==> src/rtl/servo_pwm_scheduler.sv <==
// servo_pwm_scheduler: frame-synchronous servo PWM generator.
// A prescaler makes a 1 us tick, and a frame counter counts those ticks.
// Accepted commands are clamped to the legal servo range and parked in a
// one-deep holding register. At each frame boundary the applied pulse width
// slews toward the target by at most STEP_US.
module servo_pwm_scheduler #(
   parameter int CLKS_PER_US = 50,
   parameter int FRAME_US    = 20000,
   parameter int MIN_US      = 500,
   parameter int CENTRE_US   = 1500,
   parameter int MAX_US      = 2500,
   parameter int STEP_US     = 20
) (
   input  logic        clock,
   input  logic        reset,
   input  logic        enable,
   input  logic        cmd_valid,
   input  logic [11:0] cmd_pulse_us,
   output logic        cmd_ready,
   output logic        pwm_out,
   output logic        frame_start,
   output logic [11:0] current_us,
   output logic [11:0] target_us,
   output logic        at_target,
   output logic        cmd_clamped
);

   localparam int PW = (CLKS_PER_US > 1) ? $clog2(CLKS_PER_US) : 1;
   localparam int UW = (FRAME_US > 1) ? $clog2(FRAME_US) : 1;
   localparam int CW = (UW > 12) ? UW : 12;

   localparam logic [PW-1:0] PSC_LAST = PW'(CLKS_PER_US - 1);
   localparam logic [UW-1:0] US_LAST  = UW'(FRAME_US - 1);
   localparam logic [11:0]   MIN_V    = 12'(MIN_US);
   localparam logic [11:0]   MAX_V    = 12'(MAX_US);
   localparam logic [11:0]   CENTRE_V = 12'(CENTRE_US);
   localparam logic [11:0]   STEP_V   = 12'(STEP_US);

   logic [PW-1:0] psc;
   logic [UW-1:0] us_cnt;
   logic          pending;
   logic [11:0]   hold;

   logic          psc_wrap;
   logic          boundary;
   logic          accept;
   logic          raw_low;
   logic          raw_high;
   logic [11:0]   clamp_val;
   logic [11:0]   next_target;
   logic [11:0]   diff;
   logic [11:0]   step;
   logic [11:0]   next_current;

   assign psc_wrap    = (psc == PSC_LAST);
   assign boundary    = enable & psc_wrap & (us_cnt == US_LAST);
   assign cmd_ready   = ~pending;
   assign accept      = cmd_valid & cmd_ready;
   assign at_target   = (current_us == target_us);
   // The first clock of a frame is any enabled clock with both counters at 0,
   // which also covers the first clock after re-enable.
   assign frame_start = reset & enable & (psc == '0) & (us_cnt == '0);

   // Clamp the raw command and build the boundary update (compare first, then subtract).
   always_comb begin
      raw_low      = (cmd_pulse_us < MIN_V);
      raw_high     = (cmd_pulse_us > MAX_V);
      clamp_val    = cmd_pulse_us;
      next_target  = target_us;
      diff         = '0;
      step         = '0;
      next_current = current_us;
      if (raw_low)
         clamp_val = MIN_V;
      else if (raw_high)
         clamp_val = MAX_V;
      // A command accepted on the boundary clock bypasses the holding register.
      if (accept)
         next_target = clamp_val;
      else if (pending)
         next_target = hold;
      if (next_target > current_us) begin
         diff         = next_target - current_us;
         step         = (diff > STEP_V) ? STEP_V : diff;
         next_current = current_us + step;
      end else begin
         diff         = current_us - next_target;
         step         = (diff > STEP_V) ? STEP_V : diff;
         next_current = current_us - step;
      end
   end

   // Prescaler and microsecond frame counter; held at zero while disabled.
   always_ff @(posedge clock) begin
      if (!reset) begin
         psc    <= '0;
         us_cnt <= '0;
      end else if (!enable) begin
         psc    <= '0;
         us_cnt <= '0;
      end else if (psc_wrap) begin
         psc    <= '0;
         us_cnt <= (us_cnt == US_LAST) ? '0 : us_cnt + UW'(1);
      end else begin
         psc    <= psc + PW'(1);
      end
   end

   // Command holding register, target latch and per-frame slew.
   always_ff @(posedge clock) begin
      if (!reset) begin
         current_us  <= CENTRE_V;
         target_us   <= CENTRE_V;
         pending     <= 1'b0;
         hold        <= CENTRE_V;
         cmd_clamped <= 1'b0;
      end else begin
         cmd_clamped <= accept & (raw_low | raw_high);
         if (boundary) begin
            current_us <= next_current;
            target_us  <= next_target;
            pending    <= 1'b0;
         end else if (accept) begin
            hold    <= clamp_val;
            pending <= 1'b1;
         end
      end
   end

   // Registered PWM pin: high while the frame position is inside the pulse.
   always_ff @(posedge clock) begin
      if (!reset)
         pwm_out <= 1'b0;
      else
         pwm_out <= enable & (CW'(us_cnt) < CW'(current_us));
   end

endmodule

==> config.mk <==
export PLATFORM = sky130hd
export DESIGN_NAME = servo_pwm_scheduler
export DESIGN_NICKNAME = d
export VERILOG_FILES = /design/src/rtl/servo_pwm_scheduler.sv
export SDC_FILE = /design/constraint.sdc
export NUM_CORES = 1
export LEC_CHECK = 0
export BUFFER_PORTS_ARGS = -buffer_cell sky130_fd_sc_hd__buf_2
export CORE_ASPECT_RATIO = 0.9
export CORE_MARGIN = 2
export CORE_UTILIZATION = 30
export CTS_CLUSTER_SIZE = 25
export DETAILED_ROUTE_END_ITERATION = 6
export GPL_TIMING_DRIVEN = 1
export HOLD_SLACK_MARGIN = 0.03
export SLEW_MARGIN = 10
export SYNTH_ARGS = -nofsm -noshare
export SYNTH_HDL_FRONTEND = slang
export SYNTH_SLANG_ARGS = --single-unit
==> constraint.sdc <==
create_clock -name clock -period 8.8 [get_ports clock]
set_clock_uncertainty 0.15 [all_clocks]
set_input_delay 0.44 -clock clock [delete_from_list [all_inputs] [get_ports clock]]
set_output_delay 0.44 -clock clock [all_outputs]
set_load 0.01 [all_outputs]
Word-level counts from Yosys, hierarchy flattened
Cells that the tools add are included.
Storage, ports and cells
  word-level logic and storage cells: 50
  bits in latches: 0
  ROM bits: 0
  flip-flop bits (word level): 60
  output and inout bits: 29
  memories kept: 0
  bits in writable memories: 0
  input bits: 16
Cells by class
  magnitude comparators: 6
  add/subtract/negate cells: 6
  bitwise operators: 13
  muxes and demuxes: 8
  reduce and logical (&&, ||, !) cells: 6
  multiply operators: 0
  divide/modulo/power cells: 0
  equal/unequal tests: 3
  shift operators: 0
Operators by type and width (count)
  $mux W12: 7
  $sub A12 B12 Y12: 3
  $gt A12 B5 Y1 const B: 2
  $add A15 B1 Y15 const B: 1
  $eq A15 B15 Y1 const B: 1
  $logic_not A15 Y1: 1
  $lt A15 B12 Y1: 1
  $mux W15: 1
  $add A12 B12 Y12: 1
  $eq A12 B12 Y1: 1
  $gt A12 B12 Y1: 1
  $gt A12 B12 Y1 const B: 1
  $lt A12 B9 Y1 const B: 1
  $and A1 B1 Y1: 8
  $add A6 B1 Y6 const B: 1
  $eq A6 B6 Y1 const B: 1
  $logic_not A6 Y1: 1
  $not A1 Y1: 4
  $reduce_and A2 Y1: 2
  $reduce_or A3 Y1: 1
  $reduce_or A2 Y1: 1
  $or A1 B1 Y1: 1

Logic depth before layout (Yosys ltp)
Gate-level depths: netlist of the first run.
  word-level depth: 9
  gate-level depth with buffers: 32
  gate-level depth less buffers: 30

Worst setup path before layout of the first run
No wires, ideal clock.
  path type: input port to flip-flop
  start: input port cmd_pulse_us[9]
  end: register current_us[11]
  library setup time: 64 ps
  path slack: 2446 ps
  data required time: 8586 ps
  cell stages on the path: 31
  arrival time: 6140 ps
  path buffers: 2
  path through: nand4b_1 > o32a_1 > o211ai_2 > and2_0 > buf_2 > a31oi_1 > o21ai_1 > inv_1 > ha_1 > fa_1 > buf_2 > nor2b_1 > o2111ai_2 > a31oi_1 > o32ai_1 > nor4_4 > nand3_2 > or2_1 > ha_1 > inv_1 > nor2_1 > nor3_1 > o2bb2ai_1 > ha_1 > or2_2 > a21oi_1 > a21oi_1 > a211oi_1 > nor2_1 > or3_1 > nand4_1
On the way
  word-level cells in the longest chain between the ends: 9
  elaborated cells between the ends (all ways): 15
  those cells by class: add/sub: 4; order compare: 5; mux: 6
Ends and longest elaborated chain
  from (decl): line 18  | input logic [11:0] cmd_pulse_us,
  $gt A12 B12 Y1: line 67  | raw_high = (cmd_pulse_us > MAX_V);
  $mux W12: line 75  | else if (raw_high)
  $mux W12 (*): line 73  | if (raw_low)
  $mux W12 (*): line 78  | if (accept)
  via next_target[0]: line 50  | logic [11:0] next_target;
  $sub A12 B12 Y12, on equally long branches: line 87, 83
  $gt A12 B5 Y1, on equally long branches: line 88, 84
  $mux W12, on equally long branches: line 88, 84
  $sub A12 B12 Y12 or $add A12 B12 Y12 (tied branches): line 89, 85
  $mux W12 (*): line 82  | if (next_target > current_us) begin
  to (signal assigned): line 120  | current_us <= next_current;
  to (decl): line 22  | output logic [11:0] current_us,
The timed path passes the listed nets; every way through them passes the cells marked *.
A chain may end at the register's enable or synchronous reset.

Worst setup path after layout of the first run
Same ends and word-level chain as after synthesis.

==> results of run 1 <==
[worst paths after layout]
path | slack (ps) | end | startpoint
hold / removal | 250 | hold[3]$_SDFFE_PN1P_ | cmd_pulse_us[3]
hold reg to reg | 310 | hold[1]$_SDFFE_PN0P_ | hold[1]$_SDFFE_PN0P_
setup reg to reg | 2000 | current_us[11]$_SDFFE_PN0P_ | pending$_SDFFE_PP0P_
setup / recovery | 1570 | current_us[11]$_SDFFE_PN0P_ | cmd_pulse_us[9]
[cell usage in the layout, fill, tap and decap left out, drive strengths merged, types with 22 or more instances in the layout]
| master | n |
|---|---|
| a21oi | 41 |
| buf | 46 |
| dfxtp | 60 |
| ha | 52 |
| inv | 43 |
| nand2 | 82 |
| nand3 | 30 |
| nor2 | 53 |
| o211ai | 22 |
| o21ai | 39 |
[layout make-up]
cell class / instances / area (µm²)
Clock buffer: 14 / 274
Clock inverter: 1 / 30.0
Fill cell: 1853 / 11600
Inverter: 43 / 161
Multi-Input combinational cell: 575 / 3900
Sequential cell: 60 / 1200
Tap cell: 240 / 300
Timing Repair Buffer: 46 / 235
[sequential cells by signal, summed over array words and instances (netlist names)]
| name | cells |
|---|---|
| cmd_clamped | 1 |
| current_us | 12 |
| hold | 12 |
| pending | 1 |
| psc | 6 |
| pwm_out | 1 |
| target_us | 12 |
| us_cnt | 15 |
[logic make-up (layout without fill, tap and decap cells)]
| family | count (synthesis) | after routing | synth area share [%] |
|---|---|---|---|
| compound gates | 195 | 195 | 25.0 |
| xor+xnor | 40 | 40 | 6.47 |
| fa+ha+maj | 55 | 55 | 13.1 |
| buf+inv | 73 | 104 | 5.80 |
| flops | 60 | 60 | 22.2 |
| mux | 8 | 8 | 1.50 |
| simple gates | 277 | 277 | 25.9 |
[power breakdown]
| group | switching (mW) | total [mW] | leakage, nW | internal (mW) |
|---|---|---|---|---|
| logic | 0.153 | 0.249 | 1.96 | 0.0959 |
| clock network | 0.121 | 0.362 | 0.149 | 0.241 |
| registers | 0.00446 | 0.282 | 0.487 | 0.277 |
[synthesized netlist by cell type, types with 13 or more instances]
library cell                n
sky130_fd_sc_hd__inv_1     43
sky130_fd_sc_hd__nor2_1    52
sky130_fd_sc_hd__clkbuf_1  19
sky130_fd_sc_hd__a21o_1    13
sky130_fd_sc_hd__xnor2_1   19
sky130_fd_sc_hd__o21ai_0   31
sky130_fd_sc_hd__ha_1      52
sky130_fd_sc_hd__nand3_1   29
sky130_fd_sc_hd__nor3_1    14
sky130_fd_sc_hd__nand2_1   82
sky130_fd_sc_hd__xor2_1    21
sky130_fd_sc_hd__nor2b_1   16
sky130_fd_sc_hd__dfxtp_1   60
sky130_fd_sc_hd__nand4_1   14
sky130_fd_sc_hd__o211ai_1  21
sky130_fd_sc_hd__a21oi_1   39
sky130_fd_sc_hd__a211oi_1  18
[worst min-delay path, stage by stage]
cell and delay [ps]:
sky130_fd_sc_hd__buf_2 110, sky130_fd_sc_hd__nand3_1 70, sky130_fd_sc_hd__nand3_1 80
[routing by layer]
layer  vias up  track usage, %  share of wire, %  wire [µm]
met2       131            23.6                44       6550
met5         -               0                 0          0
met4         0            3.32               1.1        157
met3        13            2.50               4.4        654
li1       2607               -                 -          -
met1      2378            23.5                51       7540
[metrics by stage]
stage               setup WS (ps)  power, mW  hold WS, ps  util, %
floorplan                    2450      0.480          285        -
global placement             1420      0.531          301     32.8
detailed placement           1320      0.531          308     32.8
CTS                          1640      0.895          238     34.5
global route                  964      0.938          258     34.5
finish                       1570      0.892          251     34.5
==> impl_summary.log, run 1 <==
[metrics] unrepaired setup endpoints after global routing: no
[metrics] clock period minus worst slack: 7230 ps
[metrics] Non-Filler Instances: 979
[metrics] pin count of the biggest net entering global routing: 43
[metrics] Final Hold Viols: 0
[metrics] overall routed net length: 14.9 mm
[metrics] final weighted congestion of routability-driven global placement: 0.868
[metrics] area share of the leading cell type in the synthesized netlist: 22.2%
[metrics] pin slew with the least headroom to its limit: 807 ps
[metrics] instance area at placement: 5800 µm²
[metrics] total power density per cell area: 146 nW/µm²
[metrics] top flip-flop cell by instance count after synthesis: sky130_fd_sc_hd__dfxtp_1
[metrics] Vias/cell: 5.24
[metrics] maximum root-to-sink buffer count: 2
[metrics] WP data required: 8920 ps
[metrics] number of antenna violations at the first check in global routing: 0
[metrics] Synth Warn #: 0
[metrics] die outline height: roughly 130 µm
[metrics] synthesized cell area: 5420 µm²
[metrics] Tcrit/Tclk final: about 82%
[metrics] total leakage power: 2.60 nW
[metrics] share of cells above drive strength 1: 11.4%
[metrics] final max-slew violation count: 0
[metrics] number of buffers added by the clock tree synthesis step: 9
[metrics] #FFs+latches synth: 60
[metrics] # clock sinks: 60
[metrics] number of buffers inserted to repair setup after CTS: 0
[metrics] Arrival @ worst endpoint: between 7000 and 8000 ps
[metrics] first-pass GRT wire length: 24.5 mm
[metrics] outcome: finished clean
[metrics] Max transition margin: around 46%
[metrics] setup TNS: 0 ps
[metrics] count of cell instances traversed by the critical path: 30
[metrics] cell total after placement: 964
[metrics] Skew-Pair Late Insertion Delay: 330 ps
[metrics] Area contributors post-synth: sky130_fd_sc_hd__dfxtp_1 22%, sky130_fd_sc_hd__ha_1 12%, sky130_fd_sc_hd__nand2_1 5.7%, sky130_fd_sc_hd__a21oi_1 3.6%, sky130_fd_sc_hd__nor2_1 3.6%
[metrics] count of cells along the worst hold path: 3
[metrics] starting density of the core: 30.6%
[metrics] largest vdd supply drop: 0.0839 mV
[metrics] All-Layer GR Usage: 15.7%
[metrics] Yosys top cell by area: sky130_fd_sc_hd__dfxtp_1
[metrics] DRC marker count from the first detailed-route iteration: around 400
[metrics] setup violators final: 0
[metrics] stage delay of the slowest cell on the critical path: around 510 ps
[metrics] final HPWL from detailed placement: around 11 mm
[metrics] number of instances in the synthesized netlist: 708
[metrics] H-tree levels: 3
[metrics] Synth-to-Final Area Change: 12.7%
[metrics] Max FO, Critical Path: 8
[metrics] Async SR Flop Fraction: 0%
[metrics] I/O Pins: 45
[metrics] Core Box Area: 17700 µm²
[metrics] depth of the worst register-to-register path: 23
[metrics] num rows: 46
[metrics] clock transition at the register clock pins on the worst setup and hold paths after CTS: around 50 ps
[metrics] family with the most delay on the worst path: compound AO/OA/AOI/OAI gates
[metrics] number of flops mapped to enable cells by yosys: 0
[metrics] CTS tree: done
[metrics] number of inserted diodes: 0
[metrics] synthesized area per cell: 7.65 µm²
[metrics] max-cap violations: 0
[metrics] average wire length per cell after detail routing: between 15 and 20 µm
[metrics] part of the Yosys area used for sequential elements: 22.2%
[metrics] detailed-route DRC error count: 0
[metrics] worst hold path type: in2reg
[metrics] width of the chip: 146 µm
[metrics] category of the most critical setup path: in2reg
[metrics] Post-layout nets: 806
[metrics] root buffer selected by CTS: sky130_fd_sc_hd__clkbuf_16
[metrics] total buffers and inverters traversed by the critical path: 3
[metrics] number of gates given a new drive strength after cts: 0
[metrics] grt ovf: 0
[metrics] number of antenna-violating nets in the routed design: 0
[metrics] First-pass DRT Iterations: 5
[metrics] via count of the routed design: 5129
[metrics] Worst Setup Start Kind: input pin
[metrics] Critical Path Slowest Stage Cell: sky130_fd_sc_hd__fa_1
[metrics] count of input and output buffers: 44
[metrics] die outline area: 19100 µm²
[metrics] number of global-route vias before repair: about 4.7k
[metrics] number of distinct library cells after synthesis: 79
[metrics] Worst setup EP type: flop
[metrics] post-route design area: 6100 µm²
[metrics] total nets after synthesis: a little under 800
[metrics] highest achievable clock rate: around 0.14 GHz
[metrics] hold_buf cts: 0
(Power assumes the default switching activity.)
==> inputs of run 2 (changes only) <==
clock period = 5.86 ns   (was 8.8 ns; I/O delays follow)
==> run 2 against run 1 <==
  * Combinational power rose by 130%
  * Sequential cell count unchanged
  * Cell count increased by 14%
  * Hold slack got worse by 70 ps
==> impl_summary.log, run 2 (synthesis gave the netlist of run 1 again) <==
[metrics] Critical Path Slowest Stage Cell: sky130_fd_sc_hd__o32a_1
[metrics] largest vdd supply drop: roughly 0.16 mV
[metrics] maximum root-to-sink buffer count: 2
[metrics] count of input and output buffers: 44
[metrics] share of cells above drive strength 1: 32.8%
[metrics] most used cells in the layout excluding fill and tap cells: 139 x sky130_fd_sc_hd__buf_4, 81 x sky130_fd_sc_hd__nand2_1, 60 x sky130_fd_sc_hd__dfxtp_1
[metrics] highest achievable clock rate: 0.172 GHz
[metrics] max-cap violations: 0
[metrics] final HPWL from detailed placement: 13.3 mm
[metrics] category of the most critical setup path: in2reg
[metrics] cell total after placement: 1095
[metrics] Arrival @ worst endpoint: roughly 5900 ps
[metrics] DRC marker count from the first detailed-route iteration: 250
[metrics] outcome: finished clean
[metrics] Max transition margin: 49.7%
[metrics] All-Layer GR Usage: 17.2%
[metrics] WP data required: between 5000 and 6000 ps
[metrics] H-tree levels: 3
[metrics] hold_buf cts: 0
[metrics] Post-layout nets: 945
[metrics] number of buffers added by the clock tree synthesis step: 9
[metrics] clock period minus worst slack: a little under 6000 ps
[metrics] starting density of the core: 30.6%
[metrics] number of antenna violations at the first check in global routing: 0
[metrics] root buffer selected by CTS: sky130_fd_sc_hd__clkbuf_16
[metrics] die outline height: 131 µm
[metrics] highest layer used for signal routing: met4
[metrics] grt ovf: 0
[metrics] pin slew with the least headroom to its limit: roughly 750 ps
[metrics] clock transition at the register clock pins on the worst setup and hold paths after CTS: approximately 50 ps
[metrics] met2 layer wire length in the routed design: 7.83 mm
[metrics] Core Box Area: ~18000 µm²
[metrics] Worst Setup Start Kind: input pin
[metrics] met1 wire length: ~8.3 mm
[metrics] number of global-route vias before repair: 5201
[metrics] number of inserted diodes: 0
[metrics] num rows: 46
[metrics] number of antenna-violating nets in the routed design: 0
[metrics] via count of the routed design: 5624
[metrics] average wire length per cell after detail routing: about 15 µm
[metrics] final weighted congestion of routability-driven global placement: 0.935
[metrics] Non-Filler Instances: approximately 1.1k
[metrics] total power density per cell area: 201 nW/µm²
[metrics] Vias/cell: between 5 and 6
[metrics] max reg flops: 15
[metrics] overall routed net length: 17.0 mm
[metrics] width of the chip: 146 µm
[metrics] Skew-Pair Late Insertion Delay: about 340 ps
[metrics] detailed-route DRC error count: 0
[metrics] total leakage power: 3.33 nW
[metrics] setup violators final: 0
[metrics] first-pass GRT wire length: 26.8 mm
[metrics] # clock sinks: 60
[metrics] First-pass DRT Iterations: 5
[metrics] Max FO, Critical Path: 4
[metrics] most flop-heavy register: us_cnt
[metrics] I/O Pins: 45
[metrics] Synth-to-Final Area Change: 39.4%
[metrics] Tcrit/Tclk final: between 90% and 100%
[metrics] most common library cell in the layout ignoring fill and taps: sky130_fd_sc_hd__buf_4
[metrics] slack of the worst reg-to-reg path: 400 ps
[metrics] Design Power: between 1.5 and 2 mW
[metrics] smallest hold slack: 182 ps
[metrics] Final Hold Viols: 0
[metrics] unrepaired setup endpoints after global routing: yes
[metrics] CTS tree: done
[metrics] Worst setup EP type: flop
[metrics] worst hold path type: in2reg
[metrics] stage delay of the slowest cell on the critical path: 370 ps
[metrics] die outline area: roughly 19000 µm²
[metrics] pin count of the biggest net entering global routing: 43
[metrics] routed length on met3: roughly 700 µm
[metrics] final max-slew violation count: 0
## run 2: cell types whose count changed in the layout (fill, tap and decap cells not counted), sizes merged
| cell | previous run | this run |
|---|---|---|
| buf | 46 | 185 |
| clkinv | 0 | 4 |
| clkbuf | 14 | 10 |
## run 2: layout make-up
cell class	count	area, µm²
Fill cell	1750	10100
Clock inverter	5	53.8
Clock buffer	10	229
Sequential cell	60	1200
Tap cell	240	300
Multi-Input combinational cell	575	4310
Inverter	43	161
Timing Repair Buffer	185	1290
## run 2: routing by layer
metal,up-vias,GRT usage (%)
li1,2873,-
met1,2614,24.6
met2,125,27.4
met3,12,2.50
met4,0,3.38
met5,-,0
## run 2: through the flow
| step | util (%) | worst slack [ps] | setup TNS [ps] | cell area (µm²) |
|---|---|---|---|---|
| 4_1_cts | 41.1 | 8.34 | 0 | 7260 |
| 3_3_place_gp | 38.9 | -495 | -2290 | 6880 |
| 2_1_floorplan | - | -111 | -273 | 5520 |
| 5_1_grt | 42.7 | -284 | -991 | 7550 |
| 3_5_place_dp | 38.9 | -550 | -2370 | 6880 |
| 6_report | 42.7 | 39.1 | 0 | 7550 |
## run 2: worst paths after layout
check                  startpoint                     endpoint  cells past startpoint
max reg2reg  pending$_SDFFE_PP0P_  current_us[11]$_SDFFE_PN0P_                     25
max               cmd_pulse_us[9]  current_us[11]$_SDFFE_PN0P_                     29
min                        enable       us_cnt[4]$_SDFFE_PN0N_                      3
min reg2reg  hold[9]$_SDFFE_PN0P_         hold[9]$_SDFFE_PN0P_                      2
## run 2: what timing repair did
action | 4_1_cts | 5_1_grt
gates resized for setup | 22 | 48
setup endpoints to repair | 4 | 8
cloned | 0 | 0
buffers inserted | 1 | 8
pin swaps | 8 | 27
## run 2: critical path: cells and delay by family
family	cells	cell delay, ps
buf+inv	3	310
simple gates	9	1830
compound gates	13	2500
fa+ha+maj	4	1000
## run 2: where the power goes
part | internal (mW) | total (mW) | leakage [nW] | switching [mW]
Clock | 0.325 | 0.509 | 0.142 | 0.184
Sequential | 0.416 | 0.421 | 0.487 | 0.00509
Combinational | 0.288 | 0.585 | 2.70 | 0.297
==> inputs of run 3 (changes only) <==
CTS_CLUSTER_SIZE = 28   (was 25)
GPL_TIMING_DRIVEN = 0   (was 1)
HOLD_SLACK_MARGIN = 0.06   (was 0.03)
==> run 3 against run 2 <==
  * Hold slack lost 75 ps
  * Sequential power is essentially flat
  * Count of clock-buffer cells in the layout grew 2
  * Global-route usage grew 0.82 points
  * Highest routed layer unchanged
  * Via count shrank 1.4%
  * The flow now finishes with violations (setup timing)
  * Cell count shrank 6.0%
==> impl_summary.log, run 3 (synthesis gave the netlist of run 1 again) <==
[metrics] total leakage power: slightly below 3 nW
[metrics] overall routed net length: roughly 17 mm
[metrics] count of input and output buffers: 44
[metrics] All-Layer GR Usage: 18.0%
[metrics] Global Route met3 Usage: 2.78%
[metrics] Max FO, Critical Path: 5
[metrics] clock period minus worst slack: 6040 ps
[metrics] Skew-Pair Late Insertion Delay: 330 ps
[metrics] Max transition margin: 56.2%
[metrics] largest vdd supply drop: 0.164 mV
[metrics] Post-layout nets: 879
[metrics] switching power as a share of total power: between 30% and 40%
[metrics] most used cells in the layout excluding fill and tap cells: 80 x sky130_fd_sc_hd__nand2_1, 60 x sky130_fd_sc_hd__dfxtp_1, 49 x sky130_fd_sc_hd__buf_4
[metrics] Worst Slack Setup Final: -178 ps
[metrics] num rows: 46
[metrics] post-route design area: 7180 µm²
[metrics] I/O Pins: 45
[metrics] H-tree levels: 3
[metrics] NetSw: 0.492 mW
[metrics] Design Power: roughly 1.5 mW
[metrics] Vias/cell: 5.28
[metrics] highest achievable clock rate: 0.166 GHz
[metrics] failing checks: setup timing
[metrics] Int Pwr: 0.962 mW
[metrics] Worst setup EP type: flop
[metrics] max-cap violations: 0
[metrics] Sequential Power Share: 28.9%
[metrics] Synth-to-Final Area Change: 32.6%
[metrics] # fillers: 1774
[metrics] Core Box Area: 17700 µm²
[metrics] share of cells above drive strength 1: a little over a quarter
[metrics] final weighted congestion of routability-driven global placement: approximately 0.9
[metrics] setup violators final: 4
[metrics] Most Crowded Layer GR: met2
[metrics] grt ovf: 0
[metrics] Final Hold Viols: 0
[metrics] WP data required: 5900 ps
[metrics] GR met2 Demand/Resource: 28.5%
[metrics] die outline height: 131 µm
[metrics] First-pass DRT Iterations: 4
[metrics] unrepaired setup endpoints after global routing: yes
[metrics] starting density of the core: 30.6%
[metrics] final HPWL from detailed placement: 12.6 mm
[metrics] average wire length per cell after detail routing: roughly 16 µm
[metrics] number of antenna-violating nets in the routed design: 0
[metrics] total power density per cell area: just over 200 nW/µm²
[metrics] first-pass GRT wire length: 28.0 mm
[metrics] setup TNS: -495 ps
[metrics] via count of the routed design: 5545
[metrics] share of total power in combinational logic: a little over a third
[metrics] met1 GRT Util: 24.8%
[metrics] Non-Filler Instances: 1051
[metrics] detailed-route DRC error count: 0
[metrics] proportion of power drawn by the clock network: 34.5%
[metrics] pin slew with the least headroom to its limit: 657 ps
[metrics] maximum root-to-sink buffer count: 2
[metrics] die outline area: 19100 µm²
[metrics] cell total after placement: 992
[metrics] root buffer selected by CTS: sky130_fd_sc_hd__clkbuf_16
[metrics] number of inserted diodes: 0
[metrics] category of the most critical setup path: in2reg
[metrics] Arrival @ worst endpoint: 6070 ps
[metrics] CTS tree: done
[metrics] smallest hold slack: 107 ps
[metrics] DRC marker count from the first detailed-route iteration: 336
[metrics] stage delay of the slowest cell on the critical path: ~480 ps
[metrics] clock transition at the register clock pins on the worst setup and hold paths after CTS: approximately 50 ps
[metrics] most frequent cell on the critical path: sky130_fd_sc_hd__a21oi_2
[metrics] width of the chip: 146 µm
[metrics] Tcrit/Tclk final: 103%
[metrics] # clock sinks: 60
[metrics] outcome: complete, but fails checks
[metrics] hold_buf cts: 0
[metrics] instance area at placement: 6040 µm²
[metrics] worst hold path type: in2reg
[metrics] Critical Path Slowest Stage Cell: sky130_fd_sc_hd__or4_4
[metrics] number of global-route vias before repair: 5416
[metrics] number of buffers added by the clock tree synthesis step: 9
[metrics] most common library cell in the layout ignoring fill and taps: sky130_fd_sc_hd__nand2_1
[metrics] max reg flops: 15
[metrics] Worst Setup Start Kind: input pin
[metrics] number of antenna violations at the first check in global routing: 0
[metrics] most flop-heavy register: us_cnt
[metrics] pin count of the biggest net entering global routing: 11
[metrics] final max-slew violation count: 0
==> run 3: cell count changes in the layout (fill, tap and decap cells not counted), sizes merged <==
cell    change
clkinv      -2
buf        -83
clkbuf     +19
bufinv      -1
==> run 3: metal layers <==
| layer | vias to the layer above | part of all wire [%] |
|---|---|---|
| met4 | 0 | 2.2 |
| met1 | 2609 | 49 |
| met2 | 155 | 44 |
| met5 | - | 0 |
| met3 | 36 | 4.8 |
| li1 | 2745 | - |
==> run 3: worst paths after layout <==
kind,slack [ps],from,depth (start not counted),end
worst max-delay path,-180,cmd_pulse_us[9],31,current_us[10]$_SDFFE_PN1P_
worst min-delay path,110,cmd_pulse_us[3],3,hold[3]$_SDFFE_PN1P_
worst max register to register,10,pending$_SDFFE_PP0P_,25,current_us[11]$_SDFFE_PN0P_
worst min register to register,320,hold[11]$_SDFFE_PN0P_,2,hold[11]$_SDFFE_PN0P_
==> run 3: what timing repair did <==
| action | in CTS | in global routing |
|---|---|---|
| pin swaps | 39 | 37 |
| setup buffers | 45 | 11 |
| setup endpoints to repair | 11 | 9 |
| resized for setup | 81 | 29 |
| endpoints found under the hold margin | 0 | 0 |
==> run 3: worst max-delay path: cells and delay by family <==
family / cells / cell delay, ps
and+or+nand+nor: 5 / 1400
adders and majority gates: 4 / 950
AOI/OAI and AO/OA: 16 / 2770
xor gates and xnor gates: 1 / 190
buffers and inverters: 5 / 440
==> run 3: cell type report <==
cell class              instances  area [µm²]  share of cell area, %
multi-input cells             575        4490                   62.5
inverters                      43         166                   2.32
repair buffers                 92         602                   8.38
well taps                     240         300                   4.18
clock buffers                  12         267                   3.71
plain buffers                  27         149                   2.07
flip-flops and latches         60        1200                   16.7
clock inverters                 2        10.0                  0.139
==> run 3: metrics by stage <==
step | setup slack [ps] | util (%)
after floorplan | -111 | -
after global placement | -1370 | 34.2
after detailed placement | -1370 | 34.2
after CTS | -148 | 39.8
after global routing | -473 | 40.6
final | -178 | 40.6
==> run 3: power by group through the flow <==
stage	registers [mW]	clock network (mW)	logic [mW]
global placement	0.429	0	0.395
finish	0.421	0.502	0.532
CTS	0.421	0.505	0.492
global route	0.421	0.525	0.578
detailed placement	0.429	0	0.396
floorplan	0.428	0	0.307
